<file path="src/rtl/fpaint_pkg.sv">
// Shared definitions for the paint framebuffer write path.
// Pure declarations: no logic, no latency, no flow control.
// Holds the writer state encoding and the coordinate width.
package fpaint_pkg;

    localparam int COORD_BITS = 10;

    typedef enum logic {
        IDLE = 1'b0,
        FILL = 1'b1
    } state_t;

endpackage

</file>
<file path="src/rtl/rect_clip.sv">
// Normalises two rectangle corners and clips them to the framebuffer.
// Latency: purely combinational.
// Backpressure: none; results are valid whenever the inputs are.
module rect_clip
    import fpaint_pkg::*;
#(
    parameter int WIDTH  = 100,
    parameter int HEIGHT = 100
) (
    input  logic [COORD_BITS-1:0] x0,
    input  logic [COORD_BITS-1:0] y0,
    input  logic [COORD_BITS-1:0] x1,
    input  logic [COORD_BITS-1:0] y1,
    output logic [COORD_BITS-1:0] xmin,
    output logic [COORD_BITS-1:0] xmax,
    output logic [COORD_BITS-1:0] ymin,
    output logic [COORD_BITS-1:0] ymax,
    output logic                  offscreen
);

    localparam logic [COORD_BITS-1:0] X_LAST = COORD_BITS'(WIDTH - 1);
    localparam logic [COORD_BITS-1:0] Y_LAST = COORD_BITS'(HEIGHT - 1);

    logic [COORD_BITS-1:0] x_hi;
    logic [COORD_BITS-1:0] y_hi;

    always_comb begin
        xmin = (x0 < x1) ? x0 : x1;
        x_hi = (x0 < x1) ? x1 : x0;
        ymin = (y0 < y1) ? y0 : y1;
        y_hi = (y0 < y1) ? y1 : y0;
        xmax = (x_hi > X_LAST) ? X_LAST : x_hi;
        ymax = (y_hi > Y_LAST) ? Y_LAST : y_hi;
        // Only the low corner decides visibility; the high corner is clipped.
        offscreen = (xmin > X_LAST) || (ymin > Y_LAST);
    end

endmodule

</file>
<file path="src/rtl/rect_fill_writer.sv">
// Rectangle fill engine: one framebuffer write per cycle in raster order.
// Latency: first write one cycle after accept; done coincides with the last write.
// Backpressure: cmd_ready is high only while idle; the write port is never stalled.
module rect_fill_writer
    import fpaint_pkg::*;
#(
    parameter int PALETTE_BITS = 2,
    parameter int WIDTH        = 100,
    parameter int HEIGHT       = 100
) (
    input  logic                    clk,
    input  logic                    rst,
    input  logic                    cmd_valid,
    output logic                    cmd_ready,
    input  logic [COORD_BITS-1:0]   cmd_x0,
    input  logic [COORD_BITS-1:0]   cmd_y0,
    input  logic [COORD_BITS-1:0]   cmd_x1,
    input  logic [COORD_BITS-1:0]   cmd_y1,
    input  logic [PALETTE_BITS-1:0] cmd_color,
    output logic                    write_enable,
    output logic [COORD_BITS-1:0]   writeX,
    output logic [COORD_BITS-1:0]   writeY,
    output logic [PALETTE_BITS-1:0] write_color,
    output logic                    busy,
    output logic                    done
);

    state_t state_q, state_d;

    logic [COORD_BITS-1:0]   xmin_q, xmin_d;
    logic [COORD_BITS-1:0]   xmax_q, xmax_d;
    logic [COORD_BITS-1:0]   ymax_q, ymax_d;
    logic [COORD_BITS-1:0]   write_x_q, write_x_d;
    logic [COORD_BITS-1:0]   write_y_q, write_y_d;
    logic [PALETTE_BITS-1:0] write_color_q, write_color_d;
    logic                    write_enable_q, write_enable_d;
    logic                    done_q, done_d;

    logic [COORD_BITS-1:0] clip_xmin, clip_xmax, clip_ymin, clip_ymax;
    logic                  clip_offscreen;
    logic [COORD_BITS-1:0] next_x, next_y;

    rect_clip #(
        .WIDTH  (WIDTH),
        .HEIGHT (HEIGHT)
    ) u_clip (
        .x0        (cmd_x0),
        .y0        (cmd_y0),
        .x1        (cmd_x1),
        .y1        (cmd_y1),
        .xmin      (clip_xmin),
        .xmax      (clip_xmax),
        .ymin      (clip_ymin),
        .ymax      (clip_ymax),
        .offscreen (clip_offscreen)
    );

    // The write coordinate registers double as the fill cursor.
    always_comb begin
        state_d        = state_q;
        xmin_d         = xmin_q;
        xmax_d         = xmax_q;
        ymax_d         = ymax_q;
        write_x_d      = write_x_q;
        write_y_d      = write_y_q;
        write_color_d  = write_color_q;
        write_enable_d = 1'b0;
        done_d         = 1'b0;
        next_x         = write_x_q + 1'b1;
        next_y         = write_y_q;

        if (write_x_q == xmax_q) begin
            next_x = xmin_q;
            next_y = write_y_q + 1'b1;
        end

        case (state_q)
            IDLE: begin
                if (cmd_valid) begin
                    if (clip_offscreen) begin
                        done_d = 1'b1;
                    end else begin
                        state_d        = FILL;
                        xmin_d         = clip_xmin;
                        xmax_d         = clip_xmax;
                        ymax_d         = clip_ymax;
                        write_x_d      = clip_xmin;
                        write_y_d      = clip_ymin;
                        write_color_d  = cmd_color;
                        write_enable_d = 1'b1;
                        done_d         = (clip_xmin == clip_xmax) && (clip_ymin == clip_ymax);
                    end
                end
            end
            FILL: begin
                if ((write_x_q == xmax_q) && (write_y_q == ymax_q)) begin
                    state_d = IDLE;
                end else begin
                    write_x_d      = next_x;
                    write_y_d      = next_y;
                    write_enable_d = 1'b1;
                    done_d         = (next_x == xmax_q) && (next_y == ymax_q);
                end
            end
            default: state_d = IDLE;
        endcase
    end

    always_ff @(posedge clk) begin
        if (rst) begin
            state_q        <= IDLE;
            xmin_q         <= '0;
            xmax_q         <= '0;
            ymax_q         <= '0;
            write_x_q      <= '0;
            write_y_q      <= '0;
            write_color_q  <= '0;
            write_enable_q <= 1'b0;
            done_q         <= 1'b0;
        end else begin
            state_q        <= state_d;
            xmin_q         <= xmin_d;
            xmax_q         <= xmax_d;
            ymax_q         <= ymax_d;
            write_x_q      <= write_x_d;
            write_y_q      <= write_y_d;
            write_color_q  <= write_color_d;
            write_enable_q <= write_enable_d;
            done_q         <= done_d;
        end
    end

    assign cmd_ready    = (state_q == IDLE);
    assign busy         = (state_q == FILL);
    assign write_enable = write_enable_q;
    assign writeX       = write_x_q;
    assign writeY       = write_y_q;
    assign write_color  = write_color_q;
    assign done         = done_q;

endmodule

</file>
<file path="config.mk">
export PLATFORM = sky130hd
export DESIGN_NAME = rect_fill_writer
export DESIGN_NICKNAME = d
export VERILOG_FILES = /design/src/rtl/fpaint_pkg.sv /design/src/rtl/rect_clip.sv /design/src/rtl/rect_fill_writer.sv
export SDC_FILE = /design/constraint.sdc
export NUM_CORES = 1
export LEC_CHECK = 0
export ABC_AREA = 0
export CORE_MARGIN = 2
export CORE_UTILIZATION = 50
export DETAILED_ROUTE_END_ITERATION = 12
export PLACE_DENSITY = 0.81
export SYNTH_ARGS = -nofsm -noshare
export SYNTH_HDL_FRONTEND = slang
export SYNTH_HIERARCHICAL = 1
export SYNTH_SLANG_ARGS = --single-unit
</file>
<file path="constraint.sdc">
create_clock -name clk -period 11.9 [get_ports clk]
set_input_delay 2.38 -clock clk [delete_from_list [all_inputs] [get_ports clk]]
set_output_delay 2.38 -clock clk [all_outputs]
set_load 0.005 [all_outputs]
</file>
# Yosys cells after proc, flatten, opt, wreduce, memory -nomap -nowiden
# Cells that the tools add are included.
classes:
  n_addsub: 2
  order_cmp: 6
  eq_ne: 9
  mux: 24
  bitwise_logic: 2
  reduce_logical: 6
op_table:
  columns: ["cell", "n"]
  rows:
  - ["$mux 10", 14]
  - ["$eq 10x10->1", 6]
  - ["$gt 10x7->1 const B", 4]
  - ["$pmux 10 s2", 2]
  - ["$add 10x1->10 const B", 2]
  - ["$lt 10x10->1", 2]
  - ["$mux 1", 6]
  - ["$ne 2x2->1 const B", 3]
  - ["$reduce_and 3->1", 2]
  - ["$pmux 1 s2", 2]
  - ["$logic_and 1x1->1", 3]
  - ["$not 1->1", 2]
  - ["$logic_or 1x1->1", 1]
word_totals:
  register_bits: 54
  in_bits: 45
  output_inout_bits: 26
  wordCells: 57

# Longest topological paths before layout
# Gate-level depths: netlist (run 1).
logic_depth:
  ltp_word: 9
  depth_mapped: 17
  depth_no_buf: 15

# Cells and area by module
# Netlist (run 1), hierarchy kept.
by_module_without_submodules:
  columns: ["module", "instances", "cells_each", "area_each_um2", "seq_area_each_um2"]
  rows:
  - ["rect_fill_writer", 1, 473, 3462.1, 1081.0]
  - ["rect_clip", 1, 154, 1127.3, 0.0]

# Least setup slack after synthesis (run 1)
# Ideal clock, no wire load.
synth_path:
  path_kind: "input port to flip-flop"
  from: "in cmd_x1[3]"
  to: "reg write_y_q[0], in the netlist writeY[0]"
  setup_time_ps: 70
  arrival_ps: 5431
  required_time_ps: 11830
  setup_slack_ps: 6399
  stages: 16
  n_path_buf: 3
  cell_sequence: "inv_1 > ha_1 > a21o_1 > a21oi_1 > nor3b_1 > or3_1 > buf_6 > mux2_4 > nor4_2 > nand4_1 > nor2_1 > or2_1 > clkbuf_1 > clkbuf_1 > o21ai_0 > a21oi_1"
synth_via:
  elab_chain_len: 6
synth_lines:
  columns: ["item", "line", "rtl"]
  rows:
  - ["start: declaration", "rect_fill_writer.sv:17", "input logic [COORD_BITS-1:0] cmd_x1,"]
  - ["$lt 10x10->1", "rect_clip.sv:28", "xmin = (x0 < x1) ? x0 : x1;"]
  - ["$mux 10", "rect_clip.sv:28", null]
  - ["via clip_xmin[8]", "rect_fill_writer.sv:39", "logic [COORD_BITS-1:0] clip_xmin, clip_xmax, clip_ymin, clip_ymax;"]
  - ["$gt 10x7->1", "rect_clip.sv:35", "offscreen = (xmin > X_LAST) || (ymin > Y_LAST);"]
  - ["$logic_or 1x1->1", "rect_clip.sv:35", null]
  - ["via clip_offscreen", "rect_fill_writer.sv:40", "logic clip_offscreen;"]
  - ["$ne 2x2->1 (no source line)", null, null]
  - ["$reduce_and 3->1 (no source line)", null, null]
  - ["end signal: assignment", "rect_fill_writer.sv:126", "write_y_q <= write_y_d;"]
  - ["end: declaration", "rect_fill_writer.sv:34", "logic [COORD_BITS-1:0] write_y_q, write_y_d;"]
# The timed path passes the listed nets, and every way through them passes these cells.
# A chain may end at the register's enable or synchronous reset.

# Final worst setup path (run 1)
layout_path:
  from: "in cmd_x1[3]"
  to: "reg write_y_q[6], in the netlist writeY[6]"
# Same word-level chain as after synthesis.

==> results of run 1 <==
==> worst paths after layout <==
path | to | slack, ns | start | depth (start not counted)
hold reg to reg | write_color[0] | 0.46 | write_color[0] | 2
hold / removal | write_color[0] | 0.46 | write_color[0] | 2
setup / recovery | writeY[6] | 5.17 | cmd_x1[3] | 14
setup reg to reg | done | 8.62 | writeX[2] | 7
==> cells in the final DEF, fill, tap and decap left out, types with 5 or more instances in the layout <==
cell,synthesis,final
sky130_fd_sc_hd__or4_1,6,6
sky130_fd_sc_hd__dfxtp_1,54,54
sky130_fd_sc_hd__xor2_1,21,21
sky130_fd_sc_hd__nor4_1,5,5
sky130_fd_sc_hd__clkbuf_8,0,5
sky130_fd_sc_hd__buf_4,7,5
sky130_fd_sc_hd__mux2_2,20,20
sky130_fd_sc_hd__conb_1,1,6
sky130_fd_sc_hd__nor3_1,22,22
sky130_fd_sc_hd__a311oi_1,7,7
sky130_fd_sc_hd__xnor2_1,30,30
sky130_fd_sc_hd__mux2i_1,10,10
sky130_fd_sc_hd__inv_1,29,29
sky130_fd_sc_hd__nand2_1,98,98
sky130_fd_sc_hd__or3_1,11,11
sky130_fd_sc_hd__ha_1,20,20
sky130_fd_sc_hd__o211ai_1,9,9
sky130_fd_sc_hd__and2_1,5,5
sky130_fd_sc_hd__nand4_1,14,14
sky130_fd_sc_hd__o21ai_0,28,28
sky130_fd_sc_hd__nand3_1,21,21
sky130_fd_sc_hd__a21oi_1,62,62
sky130_fd_sc_hd__clkdlybuf4s50_1,0,69
sky130_fd_sc_hd__nor2b_1,10,10
sky130_fd_sc_hd__o31ai_1,5,5
sky130_fd_sc_hd__nor2_1,35,34
==> power by group through the flow <==
stage | Combinational (mW) | Clock, mW | Sequential [mW]
after floorplan | 0.0829 | 0 | 0.188
after global placement | 0.116 | 0 | 0.188
after CTS | 0.119 | 0.132 | 0.184
final | 0.121 | 0.130 | 0.184
after global routing | 0.131 | 0.140 | 0.184
after detailed placement | 0.118 | 0 | 0.188
==> sequential cells by signal, indices dropped and copies added (netlist names) <==
signal	flops
ymax_q	10
write_color	2
done	1
write_enable	1
xmax_q	10
writeX	10
writeY	10
xmin_q	10
==> metal layers <==
metal,track usage,share of wire
met1,0.358,0.45
met2,0.424,0.45
met3,0.0244,0.073
met4,0.0769,0.024
met5,0,0
==> area by class of cell <==
type,instances,area (µm²),area share
inverters,29,109,0.0203
repair buffers,75,733,0.137
multi-input cells,501,3190,0.594
flip-flops and latches,54,1080,0.202
well taps,108,135,0.0252
clock inverters,3,47.5,0.00887
clock buffers,5,68.8,0.0128
==> metrics by stage <==
stage          setup slack (ns)  area [µm²]
4_1_cts                    5.22        5360
3_5_place_dp               4.94        5240
2_1_floorplan              6.40        4610
5_1_grt                    4.80        5360
3_3_place_gp               5.07        5240
6_report                   5.17        5360
==> cell families (layout without fill, tap and decap cells) <==
group                      count (synthesis)  after routing  synth area share
muxes                                     32             32            0.0774
xor gates and xnor gates                  51             51            0.0973
and+or+nand+nor                          246            246             0.261
DFF                                       54             54             0.236
other                                      1              6          0.000817
buffers and inverters                     77            112            0.0750
AOI/OAI and AO/OA                        146            146             0.199
adders and majority gates                 20             20            0.0545
==> tightest hold or removal path, delay by kind of cell (launching register included) <==
family          cells  cell delay [ns]
flops               1             0.32
simple gates        1             0.05
compound gates      1             0.05
==> run summary, run 1 <==
Counting along the longest clock path gives a buffer depth of 2. In this run the core area contains 34 standard-cell rows. The kind of launch point of the worst setup path was an input port. From synthesis to final layout, the design area changed by 16.8%.

The synthesized area per cell came out at 7.32 µm². The layout has 819 filler cells. The detailed router placed 4702 vias in this run. The total half-perimeter wirelength after legalization and detailed placement is 9740 µm, and the peak supply drop is 0.0000570 V. For this run, the number of Yosys warnings is 6. The biggest fanout along the worst timing path works out to 29.

After clock tree synthesis, the repair step resized 0 gates. Proportion of layout cells with a drive suffix above 1: 0.0720. The number of flip-flops and latches in the synthesized netlist is 54.

Yosys mapped a number of flops with a built-in enable equal to 0. TritonCTS built the clock tree. The max-slew violation total from the final report came out at 0. The switching fraction of total power was 0.309; the share of power burned in registers was 0.422. Across the run, the number of max-cap violations was 0.

The via count of the first global-routing pass was 4341. Buffers placed on the I/O ports in this run total 70. For the worst path required time, the log shows 12.12 ns.

The H-tree depth came out at 2. Entering global routing, the biggest net connects 57 pins. The tools report the combinational share of power as 0.278. The cell count after synthesis was 627; the number of antenna violations at the first check in global routing was 0. The tools report the final hold violation count as 0. For the number of detailed-route iterations in the first pass, the log shows 5. The kind of cell with the highest combined delay on the critical path was simple AND/OR/NAND/NOR gates. The flow ran to the end, and the final reports show no timing, DRC or antenna violations. For the clock latency reported for the late side of the worst-skew pair, the log shows 0.31 ns. Counting tap cells, the placed design contains a total of 767 instances.

For the power share of the clock group, the log shows 0.299. Final instance count without filler cells: 775. For this design, the slowest cell found on the critical path is sky130_fd_sc_hd__or2_1. The congestion estimate from routability-driven global placement came to 0.965. In this run, post-CTS hold repair placed 0 buffers. Measured along the y axis, the die boundary spans 99.8 µm. The buffers plus inverters on the worst setup path is 2, and the internal power consumption is 0.301 mW.

The residual antenna-violating net count after detailed routing came out at 0. The flip-flop cell with the highest count after synthesis was sky130_fd_sc_hd__dfxtp_1. The run gives 0.00298 ns as the maximum clock skew at final layout.

The synthesized design spends more area on one cell type than any other, namely sky130_fd_sc_hd__dfxtp_1. The routed design could run at a clock period as short as 6.73 ns. The logs give 0.521 for the initial standard-cell utilization of the core and 60 for the number of unique standard cell types used by synthesis. The clock net in this run drives a total of 54 sinks. For the pin with the worst max-slew slack, the measured transition is 1.02 ns.

Worst max-slew margin expressed relative to the limit: 0.320. Top-area cell type share of the netlist area: 0.236. Cell at the root of the clock tree: sky130_fd_sc_hd__clkbuf_8. The post-synthesis sequential area ratio was 0.236. The cell that appears most often on the critical path is sky130_fd_sc_hd__a21oi_1. On the worst path, the slowest cell contributes a delay of 0.82 ns.

For the final routed database, the setup TNS stands at 0 ns. The routed design has 13000 µm of wire. For this design the ratio of total power to cell area is 81.3 nW/µm². First-pass GRT wire length: 21000 µm. Summed over all cells, the static leakage comes to 1.94 nW. The critical path is of the input port to flop type.

The critical path goes through clkdlybuf4s50_1 > inv_1 > ha_1 > a21o_1 > a21oi_1 > nor3b_1 > or3_1 > mux2_4 > nor4_2 > nand4_1 > nor2_2 > or2_1 > a21oi_1 > a211oi_1. The logs give 0.458 ns for the worst hold slack after final layout and 6.95 ns for the critical path arrival. The CTS clock-pin slew for the worst setup and hold paths is 0.10 ns, and the number of endpoints failing setup at the final stage is 0. The average wire per standard cell works out to 16.7 µm. Power comes to 0.436 mW. The global-route usage over all layers is 0.257, and the fraction of the core area covered by cells at the end of the flow is 0.609. After detailed routing, the number of remaining DRC violations is 0. STA classifies the critical path endpoint as a flop. 0 antenna diodes ended up in the layout. Static timing analysis puts the maximum clock frequency at 149 MHz. In the post-synthesis netlist, the biggest area contributors are sky130_fd_sc_hd__dfxtp_1, sky130_fd_sc_hd__nand2_1, sky130_fd_sc_hd__a21oi_1, sky130_fd_sc_hd__xnor2_1, sky130_fd_sc_hd__ha_1.

The post-CTS setup buffer count was 0. Dividing the detail-routed via count by the number of cells gives 6.07. For the initial detailed-routing violation count, the log shows 412. The post-route fraction of the period consumed by the critical path is 0.565, and the power dissipated by switching net loads is 0.135 mW. In the synthesized netlist, the cells that appear most often are sky130_fd_sc_hd__nand2_1, sky130_fd_sc_hd__a21oi_1, sky130_fd_sc_hd__dfxtp_1, sky130_fd_sc_hd__nor2_1, sky130_fd_sc_hd__clkbuf_1.

The number of top-level pins is 71. The final layout contains 731 nets. For the post-synth design cell area, the log shows 4590 µm². The async set-reset flop share out of synthesis was 0; the width of the chip was 99.8 µm.

The most common cell in the synthesized netlist is sky130_fd_sc_hd__nand2_1. The floorplan step defined a die boundary enclosing 9960 µm². Clock tree synthesis inserted a total of 5 buffers. Global routing finished with a remaining overflow of 0. Setup repair after global routing left no endpoint under its margin. The tightest min-delay check is of the flop to flop type. The floorplan step defined a core boundary enclosing 8810 µm².
No activity file was read; power rests on OpenSTA's default activity.
==> run 2, diff against run 1 <==
Clock period 11.9 ns to 7 ns, I/O delays scaled along.
==> run summary, run 2 (synthesis results as in run 1) <==
Most frequent cells in the layout: sky130_fd_sc_hd__nand2_1, sky130_fd_sc_hd__clkdlybuf4s50_1, sky130_fd_sc_hd__a21oi_1, sky130_fd_sc_hd__dfxtp_1, sky130_fd_sc_hd__nor2_1 (unchanged). The number of antenna diodes is 0 (unchanged), and the core area is 8810 µm² (unchanged). The residual antenna-violating net count after detailed routing was 0 (unchanged); the area growth from synthesis to layout was 16.4% (was 16.8%). The logs give 2 (unchanged) for the H-tree depth and 13300 µm (was 13000 µm) for the wire length reported by the detailed router. The cell area reported after detailed placement is 5240 µm² (unchanged), and the final critical delay including setup and external delays is 5.46 ns. The overall power of the completed layout is 0.714 mW (was 0.436 mW). The category of the critical setup timing path was input port to flop (unchanged).

The initial standard-cell utilization of the core was 0.521 (unchanged); the final weighted congestion in routability-driven placement was 0.953 (was 0.965). The finished layout cell area is 5340 µm² (was 5360 µm²). The slowest stage cell on the critical path was sky130_fd_sc_hd__or2_1 (unchanged). The run gives 794 (was 819) as the total of fill cells in the finished design.

The path depth of the worst reg2reg path was 7 (unchanged). The global-route usage over all layers came out at 0.266 (was 0.257). Setup repair after global routing left no endpoint under its margin. The uppermost layer routed was met4 (unchanged). The met2 wire length was 6030 µm (was 5880 µm).

The setup TNS was 0 ns (unchanged); the number of nets in the layout was 731 (unchanged). The average wire per standard cell came out at 17.2 µm (was 16.7 µm). The CTS clock-pin slew for the worst setup and hold paths was 0.11 ns (was 0.10 ns). The most common library cell in the layout ignoring fill and taps was sky130_fd_sc_hd__nand2_1 (unchanged). The logs give 3.82 ns (was 8.62 ns) for the reg2reg setup slack and 54 (unchanged) for the count of clock tree sinks.

Launch point of the critical path: cmd_x1[9] (was cmd_x1[3]). The destination of the critical timing path is writeX[0] (was writeY[6]). TritonCTS built the clock tree. The initial detailed-routing violation count was 390 (was 412); the proportion of layout cells with a drive suffix above 1 was 0.0720 (unchanged).

For the via count of the first global-routing pass, the log shows 4452 (was 4341). The width of the chip works out to 99.8 µm (unchanged). The worst max-slew margin expressed relative to the limit came out at 0.312 (was 0.320). The maximum clock skew at final layout was 0.00863 ns (was 0.00298 ns); the pin slew with the least headroom to its limit was 1.03 ns (was 1.02 ns). The tools report the launching point of the worst reg2reg path as writeX[6] (was writeX[2]). The run gives 0 (unchanged) as the remaining global-route overflow.

Post-route fraction of the period consumed by the critical path: 0.779. The run gives 21700 µm (was 21000 µm) as the first-pass GRT wire length. The kind of launch point of the worst setup path was an input port (unchanged). For the worst hold slack after final layout, the log shows 0.460 ns (was 0.458 ns).

Type of the tightest min-delay check: flop to flop (unchanged). The tools report the number of endpoints failing setup at the final stage as 0 (unchanged). The post-CTS setup buffer count was 0 (unchanged); the number of top-level pins was 71 (unchanged). The clock latency reported for the late side of the worst-skew pair was 0.32 ns (was 0.31 ns); the maximum frequency from static timing analysis was 183 MHz. The number of port buffers was 70 (unchanged). The tools report the max-slew violation total from the final report as 0 (unchanged).

For the met3 layer wire length in the routed design, the log shows 1140 µm (was 953 µm). End of the worst register-to-register path: done (unchanged). The detailed-route vias per instance is 6.14 (was 6.07).

Post-route met1 wirelength: 5850 µm (was 5830 µm). The run gives 5 (unchanged) as the number of detailed-route iterations in the first pass. For the maximum number of buffers from clock root to sink, the log shows 2 (unchanged).

The logs give 0.0000846 V (was 0.0000570 V) for the peak supply drop and 0 (unchanged) for the number of hold buffers added after CTS. Site row count: 34 (unchanged). The logs give 1.93 nW (was 1.94 nW) for the leakage power and 1080 µm² (unchanged) for the flip-flop and latch area. The tools report the final hold violation count as 0 (unchanged).

For the DRC violations left, the log shows 0 (unchanged). The biggest fanout along the worst timing path is 29 (unchanged). The max-cap check violation count is 0 (unchanged), and the worst path required time is 7.23 ns (was 12.12 ns). CP cell instances: clkdlybuf4s50_1 > inv_1 > ha_1 > nand4_1 > nor3_1 > or3_1 > mux2_4 > nor4_2 > nand4_1 > nor2_2 > or2_1 > o21ai_0 > a311oi_1 (was clkdlybuf4s50_1 > inv_1 > ha_1 > a21o_1 > a21oi_1 > nor3b_1 > or3_1 > mux2_4 > nor4_2 > nand4_1 > nor2_2 > or2_1 > a21oi_1 > a211oi_1). The chip height was 99.8 µm (unchanged). The number of antenna violations at the first check in global routing came out at 0 (unchanged). Most prevalent standard cell on the critical path: sky130_fd_sc_hd__nand4_1 (was sky130_fd_sc_hd__a21oi_1). The run gives 5 (unchanged) as the number of clock buffers inserted by TritonCTS. Type of element capturing the critical path: a flop (unchanged). The area of the multi-input gates is 3190 µm² (unchanged), and the total half-perimeter wirelength after legalization and detailed placement is 10000 µm (was 9740 µm). The longest individual stage delay on the worst path was 0.75 ns (was 0.82 ns). The cell at the root of the clock tree is sky130_fd_sc_hd__clkbuf_8 (unchanged). The total number of vias was 4757 (was 4702); the largest net degree at the start of global routing was 57 (unchanged).

The logs give 0 (unchanged) for the post-cts repair resize count and 5.69 ns (was 6.95 ns) for the critical path arrival. The run finished with clean final reports. The die outline area was 9960 µm² (unchanged); the cell area power density was 134 nW/µm² (was 81.3 nW/µm²).
[run 2: cell count changes in the layout (fill, tap and decap cells not counted), sizes merged]
cell      previous run  this run
inv                 30        31
clkinv               1         0
bufinv               1         0
clkinvlp             0         1
[run 2: layout make-up]
| class | count | share of cell area |
|---|---|---|
| repair buffers | 75 | 0.137 |
| clock buffers | 5 | 0.0129 |
| inverters | 29 | 0.0204 |
| flip-flops and latches | 54 | 0.202 |
| clock inverters | 3 | 0.00515 |
| multi-input cells | 501 | 0.597 |
| well taps | 108 | 0.0253 |
[run 2: worst min path at each step]
stage | start | endpoint | slack [ns] | cells past startpoint
2_1_floorplan | xmin_q[5] | xmin_q[5] | 0.43 | 2
3_5_place_dp | write_color[1] | write_color[1] | 0.45 | 2
4_1_cts | write_color[1] | write_color[1] | 0.46 | 2
6_report | write_color[1] | write_color[1] | 0.46 | 2
3_3_place_gp | write_color[0] | write_color[0] | 0.44 | 2
5_1_grt | write_color[1] | write_color[1] | 0.50 | 2
[run 2: report_power, final]
part | switching, mW | internal (mW)
clock | 0.119 | 0.0746
sequential | 0.00339 | 0.309
combinational | 0.114 | 0.0936
total | 0.236 | 0.478
[run 2: layer usage]
metal,track usage,up-vias
li1,-,2296
met1,0.367,2185
met2,0.435,250
met3,0.0265,26
met4,0.0927,0
met5,0,-
[run 2: metrics by stage]
stage,utilization,std cells,worst slack [ns]
2_1_floorplan,-,632,2.48
3_3_place_gp,0.595,767,1.48
3_5_place_dp,0.595,767,1.22
4_1_cts,0.606,775,1.56
5_1_grt,0.606,775,1.25
6_report,0.606,775,1.54
[run 2: critical path: cells and delay by family]
family                   cells  cell delay (ns)
AND/OR/NAND/NOR              7             2.51
buffers and inverters        2             0.58
AO/OA/AOI/OAI                2             0.47
multiplexers                 1             0.39
adder cells (fa/ha/maj)      1             0.31
==> run 3, diff against run 2 <==
Clock period 7 ns to 5.1 ns, I/O delays scaled along.
==> run summary, run 3 (synthesis results as in run 1) <==
The wire length reported by the detailed router was 13800 µm (was 13300 µm). The area of the multi-input gates came out at 3190 µm² (unchanged). The number of hold buffers added after CTS was 0 (unchanged); the longest individual stage delay on the worst path was 0.53 ns (was 0.75 ns). The CTS clock-pin slew for the worst setup and hold paths came out at 0.11 ns (about the same). The average wire per standard cell came out at 17.6 µm (was 17.2 µm). The tools report the DRC violations left as 0 (unchanged). The total of fill cells in the finished design was 809 (was 794); the detailed-route vias per instance was 6.18 (was 6.14).

The final critical delay including setup and external delays is 4.57 ns. Derived from the worst setup path, the maximum achievable clock frequency is 219 MHz. The area growth from synthesis to layout is 17.2% (was 16.4%). The proportion of layout cells with a drive suffix above 1 works out to 0.0802 (was 0.0720). The tools report the number of top-level pins as 71 (unchanged).

The finished layout cell area is 5380 µm² (was 5340 µm²). The tools report the max-cap check violation count as 0 (unchanged). The post-cts repair resize count is 0 (unchanged), and the leakage power is 1.96 nW (was 1.93 nW). The post-route fraction of the period consumed by the critical path was 0.895. Most frequent cells in the layout: sky130_fd_sc_hd__nand2_1, sky130_fd_sc_hd__clkdlybuf4s50_1, sky130_fd_sc_hd__a21oi_1, sky130_fd_sc_hd__dfxtp_1, sky130_fd_sc_hd__nor2_1 (unchanged). The tools report the maximum clock skew at final layout as 0.00466 ns (was 0.00863 ns). The kind of cell with the highest combined delay on the critical path was simple AND/OR/NAND/NOR gates (unchanged). The tools report the initial standard-cell utilization of the core as 0.521 (unchanged).

The biggest fanout along the worst timing path came out at 29 (unchanged). The pin slew with the least headroom to its limit is 0.719 ns (was 1.03 ns). The logs give 9960 µm² (unchanged) for the die outline area and 0 (unchanged) for the max-slew violation total from the final report. The flip-flop and latch area is 1080 µm² (unchanged), and the final instance count without filler cells is 781 (was 775). The worst path required time is 5.33 ns (was 7.23 ns).

The width of the chip was 99.8 µm (unchanged). The tools report the number of nets in the layout as 737 (was 731). The logs give 0.000115 V (was 0.0000846 V) for the peak supply drop and 54 (unchanged) for the count of clock tree sinks. Number of endpoints failing setup at the final stage: 0 (unchanged). The logs give 2 (unchanged) for the maximum number of buffers from clock root to sink and 4527 (was 4452) for the via count of the first global-routing pass. The core area was 8810 µm² (unchanged); the final weighted congestion in routability-driven placement was 0.948 (was 0.953). The run finished with clean final reports. The final hold violation count is 0 (unchanged), and the global-route usage over all layers is 0.274 (was 0.266). The chip height is 99.8 µm (unchanged).

For the largest net degree at the start of global routing, the log shows 57 (unchanged). Number of port buffers: 70 (unchanged). The run gives 0 (unchanged) as the number of antenna diodes. Cell area power density: 182 nW/µm² (was 134 nW/µm²). The number of detailed-route iterations in the first pass was 8 (was 5); the worst max-slew margin expressed relative to the limit was 0.521 (was 0.312). The H-tree depth came out at 2 (unchanged). Cell area reported after detailed placement: 5290 µm² (was 5240 µm²). The type of the tightest min-delay check is flop to flop (unchanged). CP cell instances: clkdlybuf4s50_1 > inv_1 > ha_1 > a21o_1 > a21oi_1 > nor3b_1 > or3_1 > mux2_4 > nor4_2 > nand4_1 > nor2_2 > or2_1 > buf_4 > o21ai_0 > a311oi_1 (was clkdlybuf4s50_1 > inv_1 > ha_1 > nand4_1 > nor3_1 > or3_1 > mux2_4 > nor4_2 > nand4_1 > nor2_2 > or2_1 > o21ai_0 > a311oi_1). The post-CTS setup buffer count was 0 (unchanged). Setup repair after global routing left no endpoint under its margin.

TritonCTS built the clock tree. The cell at the root of the clock tree was sky130_fd_sc_hd__clkbuf_8 (unchanged). The tools report the cell total after placement as 773 (was 767).

The logs give 22200 µm (was 21700 µm) for the first-pass GRT wire length and 0 (unchanged) for the number of antenna violations at the first check in global routing. The most common library cell in the layout ignoring fill and taps was sky130_fd_sc_hd__nand2_1 (unchanged). The setup TNS was 0 ns (unchanged). The site row count is 34 (unchanged), and the total half-perimeter wirelength after legalization and detailed placement is 10300 µm (was 10000 µm).

The type of element capturing the critical path was a flop (unchanged). The kind of launch point of the worst setup path is an input port (unchanged). The tools report the initial detailed-routing violation count as 373 (was 390). Residual antenna-violating net count after detailed routing: 0 (unchanged).

The tools report the remaining global-route overflow as 0 (unchanged). The category of the critical setup timing path was input port to flop (unchanged). For the worst hold slack after final layout, the log shows 0.461 ns (was 0.460 ns). The clock latency reported for the late side of the worst-skew pair was 0.32 ns (about the same); the total number of vias was 4828 (was 4757).

Slowest stage cell on the critical path: sky130_fd_sc_hd__or3_1 (was sky130_fd_sc_hd__or2_1). The critical path arrival came out at 4.80 ns (was 5.69 ns). The buffers plus inverters on the worst setup path is 3 (was 2), and the number of clock buffers inserted by TritonCTS is 5 (unchanged).
## run 3: per-stage QoR
step / power [mW] / setup WS, ns / util
final: 0.977 / 0.535 / 0.611
after global routing: 1.02 / 0.292 / 0.611
after CTS: 0.973 / 0.592 / 0.611
after detailed placement: 0.722 / 0.250 / 0.601
after global placement: 0.717 / 0.366 / 0.601
after floorplan: 0.631 / 0.959 / -
## run 3: report_power, final
part           switching [mW]  internal, mW  leakage, nW
clock                   0.159         0.100       0.0489
combinational           0.158         0.131         1.47
sequential            0.00471         0.425        0.435
## run 3: per-layer routing
| layer | routed length (µm) | up-vias | part of all wire | track usage |
|---|---|---|---|---|
| li1 | - | 2306 | - | - |
| met1 | 6040 | 2246 | 0.44 | 0.371 |
| met2 | 6260 | 241 | 0.45 | 0.454 |
| met3 | 1090 | 35 | 0.079 | 0.0348 |
| met4 | 385 | 0 | 0.028 | 0.0917 |
| met5 | 0 | - | 0 | 0 |
## run 3: cell type report
cell class | count | area share
multi-input combinational | 501 | 0.592
sequential | 54 | 0.201
timing repair buffer | 81 | 0.145
tap | 108 | 0.0251
inverter | 29 | 0.0202
clock buffer | 5 | 0.0128
clock inverter | 3 | 0.00419
## run 3: worst paths after layout
path             startpoint        endpoint  slack, ns  depth (start not counted)
max               cmd_x1[3]       writeX[0]       0.53                         15
min          write_color[0]  write_color[0]       0.46                          2
max reg2reg       writeX[2]            done       1.70                          7
min reg2reg  write_color[0]  write_color[0]       0.46                          2
## run 3: tightest hold or removal path: cells and delay by family (launching register included)
| kind | cells | cell delay, ns |
|---|---|---|
| and+or+nand+nor | 1 | 0.05 |
| DFF | 1 | 0.32 |
| AOI/OAI and AO/OA | 1 | 0.05 |
